## src/rtl/multicycle_sequencer.sv

```systemverilog
// Five-phase instruction sequencer and PC owner for the multi-cycle core.
// Skips MEM for non-memory instructions, stalls on mem_ready with a timeout, supports halt/idle.
module multicycle_sequencer #(
    parameter int                    ADDR_WIDTH   = 32,
    parameter logic [ADDR_WIDTH-1:0] RESET_PC     = '0,
    parameter int                    PC_STEP      = 4,
    parameter int                    CNT_WIDTH    = 32,
    parameter int                    MEM_WAIT_MAX = 15
) (
    input  logic                  clk,
    input  logic                  nreset,
    input  logic                  halt,
    input  logic                  is_mem,
    input  logic                  mem_ready,
    input  logic                  pc_src,
    input  logic [ADDR_WIDTH-1:0] branch_target,
    output logic                  fetch_en,
    output logic                  decode_en,
    output logic                  exec_en,
    output logic                  mem_en,
    output logic                  wb_en,
    output logic [ADDR_WIDTH-1:0] pc,
    output logic [CNT_WIDTH-1:0]  retired,
    output logic                  halted,
    output logic                  mem_timeout
);

    localparam int WAIT_W = (MEM_WAIT_MAX > 1) ? $clog2(MEM_WAIT_MAX) : 1;
    localparam logic [WAIT_W-1:0] WAIT_LAST = WAIT_W'(MEM_WAIT_MAX - 1);

    typedef enum logic [2:0] {
        S_IDLE, S_FETCH, S_DECODE, S_EXEC, S_MEM, S_WB
    } state_t;

    state_t                state_q, state_d;
    logic [ADDR_WIDTH-1:0] pc_q, pc_d;
    logic [CNT_WIDTH-1:0]  retired_q, retired_d;
    logic                  timeout_q, timeout_d;
    logic [WAIT_W-1:0]     wait_q, wait_d;

    always_ff @(posedge clk) begin
        if (nreset) begin
            state_q   <= S_IDLE;
            pc_q      <= RESET_PC;
            retired_q <= '0;
            timeout_q <= 1'b0;
            wait_q    <= '0;
        end else begin
            state_q   <= state_d;
            pc_q      <= pc_d;
            retired_q <= retired_d;
            timeout_q <= timeout_d;
            wait_q    <= wait_d;
        end
    end

    always_comb begin
        state_d   = state_q;
        pc_d      = pc_q;
        retired_d = retired_q;
        timeout_d = timeout_q;
        wait_d    = wait_q;
        case (state_q)
            S_IDLE:   if (!halt) state_d = S_FETCH;
            S_FETCH:  state_d = S_DECODE;
            S_DECODE: state_d = S_EXEC;
            S_EXEC: begin
                wait_d  = '0;
                state_d = is_mem ? S_MEM : S_WB;
            end
            S_MEM: begin
                if (mem_ready) begin
                    state_d = S_WB;
                end else if (wait_q == WAIT_LAST) begin
                    // Abandon the access; pc is left alone so the instruction is retried.
                    state_d   = S_IDLE;
                    timeout_d = 1'b1;
                end else begin
                    wait_d = wait_q + 1'b1;
                end
            end
            S_WB: begin
                pc_d      = pc_src ? branch_target : pc_q + ADDR_WIDTH'(PC_STEP);
                retired_d = retired_q + CNT_WIDTH'(1);
                state_d   = halt ? S_IDLE : S_FETCH;
            end
            default:  state_d = S_IDLE;
        endcase
    end

    assign fetch_en    = (state_q == S_FETCH);
    assign decode_en   = (state_q == S_DECODE);
    assign exec_en     = (state_q == S_EXEC);
    assign mem_en      = (state_q == S_MEM);
    assign wb_en       = (state_q == S_WB);
    assign halted      = (state_q == S_IDLE);
    assign pc          = pc_q;
    assign retired     = retired_q;
    assign mem_timeout = timeout_q;

endmodule

```

## config.mk

```make
export PLATFORM = sky130hd
export DESIGN_NAME = multicycle_sequencer
export DESIGN_NICKNAME = d
export VERILOG_FILES = /design/src/rtl/multicycle_sequencer.sv
export SDC_FILE = /design/constraint.sdc
export NUM_CORES = 1
export LEC_CHECK = 0
export ABC_AREA = 1
export ABC_CLOCK_PERIOD_IN_PS = 2000
export CORE_UTILIZATION = 50
export CTS_CLUSTER_DIAMETER = 200
export DETAILED_ROUTE_END_ITERATION = 10
export PLACE_DENSITY = 0.83
export SYNTH_ARGS = -nofsm -noshare
export SYNTH_HDL_FRONTEND = slang
export SYNTH_SLANG_ARGS = --single-unit
```

## constraint.sdc

```tcl
create_clock -name clk -period 2 [get_ports clk]
set_clock_uncertainty 0.15 [all_clocks]
set_input_delay 0.3 -clock clk [delete_from_list [all_inputs] [get_ports clk]]
set_output_delay 0.3 -clock clk [all_outputs]
set_load 0.1 [all_outputs]
```

### After elaboration in Yosys (flattened, before gate mapping)

Index checks and enable logic that the tools add are counted.

* bits of input ports: 38
* output and inout bits: 71
* bits in registers: 72
* logic and storage cells: 34

* add/subtract/negate cells: 3
* muxes and demuxes: 10
* reduce and logical (&&, ||, !) cells: 5
* bitwise gates (word level): 1
* eq/ne operators: 10

Operators with widths (count)
* $add 32x1->32 const B: 1
* $add 32x3->32 const B: 1
* $mux 32: 1
* $pmux 3 s6: 1
* $mux 3: 3
* $mux 4: 2
* $pmux 4 s2: 1
* $eq 3x2->1 const B: 2
* $eq 3x3->1 const B: 2
* $ne 2x2->1 const B: 3
* $reduce_and 3->1: 2
* $add 4x1->4 const B: 1
* $eq 4x4->1 const B: 1
* $eq 3x1->1 const B: 1
* $logic_not 3->1: 1
* $ne 3x2->1 const B: 1
* $mux 1: 2
* $reduce_and 2->1: 1
* $reduce_bool 2->1: 1
* $not 1->1: 1

### Longest topological paths before layout

Gate-level depths: netlist (run 1).

* depth in word-level cells: 4
* gate-level depth with buffers: 11
* gate-level depth less buffers: 11

### Least setup slack after synthesis (run 1)

OpenSTA, ideal clock, no wires.

* kind: register to register
* from: register retired_q[1] (netlist: retired[1])
* to: register retired_q[24] (netlist: retired[24])
* path buffers: 0
* clock period less this slack: 2.483 ns
* stages on the path, launching flop included: 11
* setup time: 0.119 ns
* data required time: 1.731 ns
* data arrival time: 2.214 ns
* path slack: -0.483 ns
* cell sequence: dfxtp_1 ha_1 nand3_1 nor2_8 nand2_2 nor2_2 nand2_1 inv_1 nand3_1 nand2_1 nor2_1

* cells in the longest elaborated chain, start to end: 1

RTL lines
* start: declaration: line 37 `logic [CNT_WIDTH-1:0] retired_q, retired_d;`
* start signal: assignment: line 51 `retired_q <= retired_d;`
* $add 32x1->32: line 84 `retired_d = retired_q + CNT_WIDTH'(1);`

Every way passes these cells.
A chain may end at the register's enable or synchronous reset.

### Worst setup path after layout (run 1)

* from: register state_q[0]
* to: output port wb_en

* cells in the longest elaborated chain, start to end: 1

RTL lines
* start: declaration: line 35 `state_t state_q, state_d;`
* start signal: assignment: line 49 `state_q <= state_d;`
* $eq 3x3->1: line 95 `assign wb_en = (state_q == S_WB);`
* end: declaration: line 21 `output logic wb_en,`

Every way passes these cells.

==> metrics.yaml, run 1 <==
setup_path:
  cp-end-kind: "primary output"
  reg2reg_setup_slack_ps: 190
  reg2reg_depth: 10
  timing.rr.end: "pc[20]"
  r2r_start: "pc[2]"
  critical_path_required_ps: 1550
  worstPathArrival_ps: 1460
  crit_start: "state_q[0]"
  path_class: "flop to primary output"
  startpoint_type: "flop"
  cp_max_fo: 9
  crit_end: "wb_en"
global_route:
  antenna_found_initial: 0
  overflow: 0
  grt_start_max_net_pins: 37
  grt_first_pass_wirelength_um: 21300
  first_global_vias: 4746
  grtUsageTotal_pct: 29.6
die:
  die_area_um2: 9210
  fp-row-count: 33
  dieWidth_um: 96.0
  core_area_um2: 8380
  die_h_um: 96.0
  pin_count: 109
  initial_core_util_pct: 52.7
timing:
  report.final.setup_viol: 0
  fmax_ghz: 0.523
  holdWs_ps: 310
  fin_crit_ps: 1910
  rsz0062_at_grt: "no"
  tightest_slew_ps: 308
  setup_tns_ps: 0
  period_share_pct: 95.6
  slew_violations: 0
  hold_violations: 0
  relSlewSlack_pct: 79.5
logic_synthesis:
  ys_top_cells_by_area: "dfxtp_1 (33%), nand2_1 (19%), nor2_1 (11%)"
  ys_seq_elements: 72
  syn_area_um2: 4420
  synth-compound-area-share_pct: 11.9
  synth-simple-area-share_pct: 45.5
  synth_nets: 769
  ys_top_cells_by_count: "nand2_1 (218), nor2_1 (130), dfxtp_1 (72), inv_1 (72), nand3_1 (55)"
  synth_top_area_share_pct: 32.6
  yosys_most_used_dff: "dfxtp_1"
  synthMuxAreaShare_pct: 0
  async_flop_share_pct: 0
  synthCells: 727
  synth-xor-area-share_pct: 0.198
  yosysSeqAreaShare_pct: 32.6
  synth_edf_count: 0
  yosysTopAreaCell: "dfxtp_1"
  avgSynthCellArea_um2: 6.07
  ys_types: 39
  synth_top_family_by_area: "simple AND/OR/NAND/NOR gates"
  synth_warnings: 0
  synthMostInstantiatedCell: "nand2_1"
  synth-adder-area-share_pct: 1.13
clock_network:
  clk_latency_ps: 360
  cts-root-buf: "clkbuf_8"
  cts_made_buffers: 9
  clk_pin_slew_ps: 80
  cts_tree: "built"
  cts_setup_buffers: 0
  clock_sinks: 72
  cts_hold_buf: 0
  cts-htree-levels: 3
  clock_path_buffers: 2
  cts_resized: 0
power_and_ir_drop:
  power.density_nw_per_um2: 553
  p_leak_nw: 2.35
  peakVddDrop_mv: 0.418
finish:
  drive_above_1_share_pct: 22.0
  final_nets: 883
  insertedDiodeCount: 0
  synthToLayoutAreaGrowth_pct: 37.8
job:
  drv_cap: 0
detailed_routing:
  num_vias: 5191
  dr.pass1.iters: 5
  drc: 0
  viasPerCell: 5.46
  wirelength_um: 12700
  wire_per_inst_um: 13.4
  final_antenna_net_count: 0
  drt_iter0_drc: 293
placed_design:
  gp_congestion: 0.985
  dp_hpwl_um: 9600
  portBuffers: 108
run_status:
  status: "finished clean"
hold_path:
  min_path_type: "flop to flop"
-- cell type report --
type / count / area [µm²]
clock buffers: 13 / 181
clock inverters: 3 / 68.8
multi-input cells: 560 / 2600
well taps: 105 / 131
repair buffers: 123 / 1300
fillers: 705 / 2300
flip-flops and latches: 72 / 1520
inverters: 75 / 284
-- worst max-delay path: stages (launching register included) --
cell and delay (ps):
dfxtp_1 370, inv_2 60, nor2_4 110, nand2_4 120
inv_4 140, buf_4 140, buf_12 160
-- how the worst min path moves through the flow --
stage,end,cells past startpoint,startpoint,slack (ps)
final,retired[8],1,retired[8],310
after global routing,retired[8],1,retired[8],330
after CTS,retired[8],1,retired[8],310
after detailed placement,retired[8],1,retired[8],300
after global placement,retired[8],1,retired[8],290
after floorplan,pc[0],2,branch_target[0],280
-- per-stage QoR --
step | util, % | cell area, µm² | setup slack, ps | cells | total power [W]
after floorplan | - | 4500 | 8.12 | 727 | 0.00176
after global placement | 69.5 | 5830 | 169 | 935 | 0.00195
after detailed placement | 69.5 | 5830 | 125 | 935 | 0.00196
after CTS | 72.5 | 6080 | 14.5 | 951 | 0.00338
after global routing | 72.6 | 6080 | 4.40 | 951 | 0.00347
final | 72.6 | 6080 | 88.6 | 951 | 0.00337
-- cells in the final DEF (no fill, tap or decap), types with 13 or more instances in the layout --
master / instances
o21ai_0: 24
buf_12: 23
clkdlybuf4s50_1: 37
dfxtp_1: 20
nand2_1: 218
buf_4: 63
nor2_1: 127
inv_1: 72
a21oi_1: 48
nor2_2: 13
nor3_1: 14
dfxtp_2: 48
nand3_1: 55
-- per-layer routing --
layer  vias to the layer above  wire, µm  global-route usage (%)
li1                       2570         -                       -
met1                      2385      5210                    34.4
met2                       203      6490                    54.1
met3                        33       661                    4.34
met4                         0       338                    12.1
met5                         -         0                       0
-- where the power goes --
group          leakage (nW)  switching, W  internal (W)
Sequential            0.608     0.0000186       0.00144
Clock                 0.124      0.000581      0.000858
Combinational          1.62      0.000282      0.000186
Total                  2.35      0.000881       0.00248
-- registers in the layout, indices dropped and copies added (netlist names) --
name	cells
pc	32
retired	32
wait_q	4
state_q	3
mem_timeout	1
-- cells by family (layout without fill, tap and decap cells) --
family | Yosys count | count (layout)
AND/OR/NAND/NOR | 459 | 459
AO/OA/AOI/OAI | 96 | 96
buffers and inverters | 95 | 214
flip-flops | 72 | 72
adder cells (fa/ha/maj) | 4 | 4
XOR/XNOR | 1 | 1
Power figures use the tool's default switching activity.
==> inputs of run 2 (changes only) <==
CORE_UTILIZATION = 45   (was 50)
CTS_CLUSTER_DIAMETER = 100   (was 200)
PLACE_DENSITY = 0.76   (was 0.83)
==> run 2 against run 1 <==
Clock-buffer cell count did not move. Hold slack improved by 5.3 ps. Wire length rose by 3.7%. Critical endpoint unchanged.
==> metrics.yaml, run 2 (synthesized netlist as in run 1, its figures left out) <==
die:
  dieWidth_um: 101  # was 96.0 µm
  pin_count: 109  # unchanged
  fp-row-count: 35  # was 33
  die_area_um2: 10200  # was 9210 µm²
  initial_core_util_pct: 47.1  # was 52.7%
  core_area_um2: 9370  # was 8380 µm²
  die_h_um: 101  # was 96.0 µm
detailed_routing:
  wire_per_inst_um: 13.5  # was 13.4 µm
  dr.pass1.iters: 5  # unchanged
  drc: 0  # unchanged
  final_antenna_net_count: 0  # unchanged
  drt_iter0_drc: 224  # was 293
  wirelength_um: 13200  # was 12,700 µm
  num_vias: 5068  # was 5,191
  viasPerCell: 5.20  # was 5.46
placed_design:
  place_area_um2: 5890  # was 5830 µm²
  portBuffers: 108  # unchanged
  gp_congestion: 0.960  # was 0.985
  dp_hpwl_um: 9890  # was 9600 µm
  dp_cells: 957  # was 935
clock_network:
  cts-root-buf: "clkbuf_8"  # unchanged
  cts_made_buffers: 9  # unchanged
  clk_latency_ps: 340  # was 360 ps
  clock_path_buffers: 2  # unchanged
  cts_hold_buf: 0  # unchanged
  cts-htree-levels: 3  # unchanged
  clock_sinks: 72  # unchanged
  cts_tree: "built"  # unchanged
  clk_pin_slew_ps: 80  # about the same
power_and_ir_drop:
  p_leak_nw: 2.33  # was 2.35 nW
  power.density_nw_per_um2: 509  # was 553 nW/µm²
  peakVddDrop_mv: 0.249  # was 0.418 mV
finish:
  drive_above_1_share_pct: 22.0  # about the same
  fin_area_um2: 6130  # was 6080 µm²
  final_core_util_pct: 65.4  # was 72.6%
  insertedDiodeCount: 0  # unchanged
  final_cell_mix: "nand2_1 (217), nor2_1 (128), inv_1 (72)"  # was nand2_1 (218), nor2_1 (127), inv_1 (72)
  final_nets: 882  # was 883
  fill_cells: 868  # was 705
  fin_cells: 974  # was 951
  synthToLayoutAreaGrowth_pct: 38.7  # was 37.8%
  mostFrequentLayoutCell: "nand2_1"  # unchanged
timing:
  relSlewSlack_pct: 79.3  # was 79.5%
  hold_violations: 0  # unchanged
  fin_crit_ps: 1890  # was 1910 ps
  setup_tns_ps: 0  # unchanged
  holdWs_ps: 315  # was 310 ps
  report.final.setup_viol: 0  # unchanged
  fmax_ghz: 0.529  # was 0.523 GHz
  period_share_pct: 94.5  # was 95.6%
  slew_violations: 0  # unchanged
  rsz0062_at_grt: "no"  # unchanged
  tightest_slew_ps: 311  # was 308 ps
setup_path:
  reg2reg_depth: 9  # was 10
  r2r_start: "state_q[0]"  # was pc[2]
  critPathSlowestCell: "dfxtp_1"  # unchanged
  crit_chain: "inv_2 > nor2_4 > nand2_8 > inv_4 > buf_4 > buf_12"  # was inv_2 > nor2_4 > nand2_4 > inv_4 > buf_4 > buf_12
  worstPathArrival_ps: 1440  # was 1460 ps
  cp_max_fo: 8  # was 9
  slowest_delay_ps: 370  # about the same
  timing.rr.end: "retired[12]"  # was pc[20]
  path_class: "flop to primary output"  # unchanged
  crit_start: "state_q[0]"  # unchanged
  cp.depth: 6  # unchanged
  cp-end-kind: "primary output"  # unchanged
  reg2reg_setup_slack_ps: 150  # was 190 ps
  crit_end: "wb_en"  # unchanged
  startpoint_type: "flop"  # unchanged
  cp_num_buf_inv: 4  # unchanged
  critical_path_required_ps: 1550  # about the same
  critical-path-top-delay-family: "buffers and inverters"  # unchanged
global_route:
  grt_start_max_net_pins: 37  # unchanged
  overflow: 0  # unchanged
  grt_first_pass_wirelength_um: 22200  # was 21,300 µm
  grtUsageTotal_pct: 27.0  # was 29.6%
  first_global_vias: 4805  # was 4,746
  antenna_found_initial: 0  # unchanged
job:
  drv_cap: 0  # unchanged
hold_path:
  min_path_type: "flop to flop"  # unchanged
run_status:
  status: "finished clean"  # unchanged
-- run 2: cell types whose count changed in the layout (fill, tap and decap cells not counted), moves of 2 or more --
cell	delta
buf_4	-6
buf_12	+4
clkbuf_8	+2
bufinv_16	-2
nor2_2	-2
-- run 2: what timing repair did --
item	in CTS	in global routing
setup endpoints to repair	1	3
pin swaps	0	0
gates resized for setup	2	4
hold endpoints to repair	0	0
setup buffers	1	0
-- run 2: worst min-delay path by stage --
| stage | start | to | slack (ps) | cells past startpoint |
|---|---|---|---|---|
| 3_3_place_gp | retired[8] | retired[8] | 290 | 1 |
| 6_report | retired[9] | retired[9] | 320 | 1 |
| 3_5_place_dp | retired[9] | retired[9] | 310 | 1 |
| 2_1_floorplan | branch_target[0] | pc[0] | 280 | 2 |
| 4_1_cts | retired[9] | retired[9] | 320 | 1 |
| 5_1_grt | retired[9] | retired[9] | 340 | 1 |
-- run 2: final cells by class --
| cell class | instances | area [µm²] | share of cell area [%] |
|---|---|---|---|
| Timing Repair Buffer | 122 | 1350 | 22.0 |
| Tap cell | 129 | 161 | 2.63 |
| Multi-Input combinational cell | 560 | 2610 | 42.6 |
| Sequential cell | 72 | 1520 | 24.8 |
| Clock buffer | 13 | 180 | 2.94 |
| Clock inverter | 3 | 22.5 | 0.368 |
| Inverter | 75 | 284 | 4.64 |
-- run 2: layer usage --
| metal | up-vias | routed length, µm | GRT usage, % |
|---|---|---|---|
| li1 | 2564 | - | - |
| met1 | 2319 | 5600 | 32.4 |
| met2 | 169 | 6660 | 49.6 |
| met3 | 16 | 675 | 3.47 |
| met4 | 0 | 229 | 8.92 |
| met5 | - | 0 | 0 |
-- run 2: power by group --
group,internal [W],switching [W],leakage (nW),total [W]
Combinational,0.000186,0.000288,1.62,0.000474
Clock,0.000601,0.000585,0.105,0.00119
Sequential,0.00144,0.0000189,0.608,0.00146
Total,0.00223,0.000891,2.33,0.00312
-- run 2: through the flow --
step,setup slack [ps],power [W]
2_1_floorplan,8.12,0.00176
3_3_place_gp,182,0.00195
3_5_place_dp,167,0.00196
4_1_cts,91.4,0.00315
5_1_grt,12.2,0.00324
6_report,109,0.00312
-- run 2: worst reg2reg max path, cell delays in order, from the launching register on --
cell     delay (ps)
dfxtp_1         370
inv_2            60
nor2_4          150
nand2_8          70
buf_4           220
buf_6           210
nor2_1          120
nand4_1         120
o21ai_0         210
a21oi_1          60
==> inputs of run 3 (changes only) <==
DONT_BUFFER_PORTS = 1   (was not set)
PLACE_DENSITY = 0.62   (was 0.76)
SLEW_MARGIN = 15   (was not set)
==> run 3 against run 2 <==
Hold slack worse by 300 ps. Clock-buffer cell count decreased by 1. Flip-flop and latch count is the same. Critical path type unchanged. Largest cell class unchanged. Highest routed layer unchanged.
==> metrics.yaml, run 3 (synthesized netlist as in run 1, its figures left out) <==
timing:
  setup_tns_ps: 0  # unchanged
  period_share_pct: 94.4  # was 94.5%
  relSlewSlack_pct: 76.8  # was 79.3%
  hold_violations: 0  # unchanged
  slew_violations: 0  # unchanged
  fmax_ghz: 0.530  # was 0.529 GHz
  tightest_slew_ps: 346  # was 311 ps
  report.final.setup_viol: 0  # unchanged
  holdWs_ps: 19.1  # was 315 ps
  fin_crit_ps: 1890  # about the same
  rsz0062_at_grt: "no"  # unchanged
clock_network:
  cts_made_buffers: 9  # unchanged
  cts_tree: "built"  # unchanged
  cts-root-buf: "clkbuf_8"  # unchanged
  clk_pin_slew_ps: 90  # was 80 ps
  cts_setup_buffers: 0  # was 1
  clock_sinks: 72  # unchanged
  clock_path_buffers: 2  # unchanged
  clk_latency_ps: 350  # was 340 ps
  cts-htree-levels: 3  # unchanged
finish:
  final_nets: 856  # was 882
  fin_area_um2: 5580  # was 6130 µm²
  synthToLayoutAreaGrowth_pct: 26.4  # was 38.7%
  mostFrequentLayoutCell: "nand2_1"  # unchanged
  insertedDiodeCount: 0  # unchanged
  final_cell_mix: "nand2_1 (218), nor2_1 (128), buf_4 (80)"  # was nand2_1 (217), nor2_1 (128), inv_1 (72)
  final_core_util_pct: 59.6  # was 65.4%
  drive_above_1_share_pct: 22.3  # was 22.0%
global_route:
  antenna_found_initial: 0  # unchanged
  overflow: 0  # unchanged
  first_global_vias: 4646  # was 4,805
  grt_start_max_net_pins: 37  # unchanged
  grt_first_pass_wirelength_um: 21600  # was 22,200 µm
  grtUsageTotal_pct: 26.6  # was 27.0%
setup_path:
  cp-end-kind: "primary output"  # unchanged
  startpoint_type: "flop"  # unchanged
  critical_path_required_ps: 1550  # about the same
  critical-path-top-delay-family: "buffers and inverters"  # unchanged
  crit_chain: "inv_2 > nor2_4 > nand2_4 > inv_2 > buf_8"  # was inv_2 > nor2_4 > nand2_8 > inv_4 > buf_4 > buf_12
  cp_num_buf_inv: 3  # was 4
  path_class: "flop to primary output"  # unchanged
  slowest_delay_ps: 370  # about the same
  crit_top_cell: "inv_2"
  cp_max_fo: 10  # was 8
  critPathSlowestCell: "dfxtp_1"  # unchanged
  worstPathArrival_ps: 1440  # about the same
detailed_routing:
  num_vias: 4960  # was 5,068
  wire_per_inst_um: 13.9  # was 13.5 µm
  drc: 0  # unchanged
  drt_iter0_drc: 254  # was 224
  viasPerCell: 5.23  # was 5.20
  dr.pass1.iters: 5  # unchanged
  final_antenna_net_count: 0  # unchanged
  wirelength_um: 13200  # about the same
placed_design:
  place_area_um2: 5160  # was 5890 µm²
  gp_congestion: 0.907  # was 0.960
  portBuffers: 0  # was 108
  dp_hpwl_um: 9760  # was 9890 µm
power_and_ir_drop:
  peakVddDrop_mv: 0.345  # was 0.249 mV
  p_leak_nw: 2.19  # was 2.33 nW
  power.density_nw_per_um2: 583  # was 509 nW/µm²
  power.total_w: 0.00325  # was 0.00312 W
hold_path:
  min_path_type: "primary input to flop"  # was flop to flop
die:
  pin_count: 109  # unchanged
  dieWidth_um: 101  # unchanged
  fp-row-count: 35  # unchanged
  initial_core_util_pct: 47.1  # unchanged
  die_h_um: 101  # unchanged
  core_area_um2: 9370  # unchanged
  die_area_um2: 10200  # unchanged
run_status:
  status: "finished clean"  # unchanged
job:
  drv_cap: 0  # unchanged
[run 3: cell types whose count changed in the layout (fill, tap and decap cells not counted), moves of 2 or more]
cell	delta
bufinv_16	+2
buf_12	-26
dlygate4sd3_1	+14
buf_4	+23
clkdlybuf4s50_1	-37
[run 3: worst min-delay path, delay by kind of cell]
family	cells	cell delay [ps]
simple gates	3	150
buf+inv	1	40
[run 3: repair_timing]
action                                 in CTS  in global routing
endpoints found under the hold margin      40                  0
gates resized for setup                     0                  3
setup endpoints to repair                   0                  3
hold buffers                               15                  0
[run 3: final cells by class]
class | count | area [µm²]
Tap cell | 129 | 161
Clock buffer | 12 | 176
Sequential cell | 72 | 1520
Clock inverter | 4 | 71.3
Multi-Input combinational cell | 560 | 2600
Inverter | 75 | 282
Fill cell | 969 | 3790
Timing Repair Buffer | 96 | 776
[run 3: final timing paths]
check	endpoint	depth (start not counted)	slack, ps	startpoint
max reg2reg	retired[29]	11	200	state_q[0]
min	pc[11]	4	20	branch_target[11]
min reg2reg	retired[8]	1	310	retired[8]
max	wb_en	5	110	state_q[0]
[run 3: power by group]
group          total (W)  switching, W  internal (W)
Sequential       0.00146     0.0000156       0.00144
Combinational   0.000359      0.000264     0.0000951
Clock            0.00144      0.000591      0.000847
Total            0.00325      0.000871       0.00238
[run 3: stage by stage]
| stage | setup WS [ps] | cells |
|---|---|---|
| 2_1_floorplan | 8.12 | 727 |
| 3_3_place_gp | 268 | 917 |
| 3_5_place_dp | 237 | 917 |
| 4_1_cts | 2.75 | 948 |
| 5_1_grt | 4.22 | 948 |
| 6_report | 112 | 948 |
[run 3: metal layers]
layer  share of wire [%]  GRT usage (%)  vias to the layer above
met5                   0              0                        -
met4                 1.9           8.81                        0
met3                 5.7           5.13                       17
met2                  51           48.9                      149
met1                  42           30.8                     2291
li1                    -              -                     2503
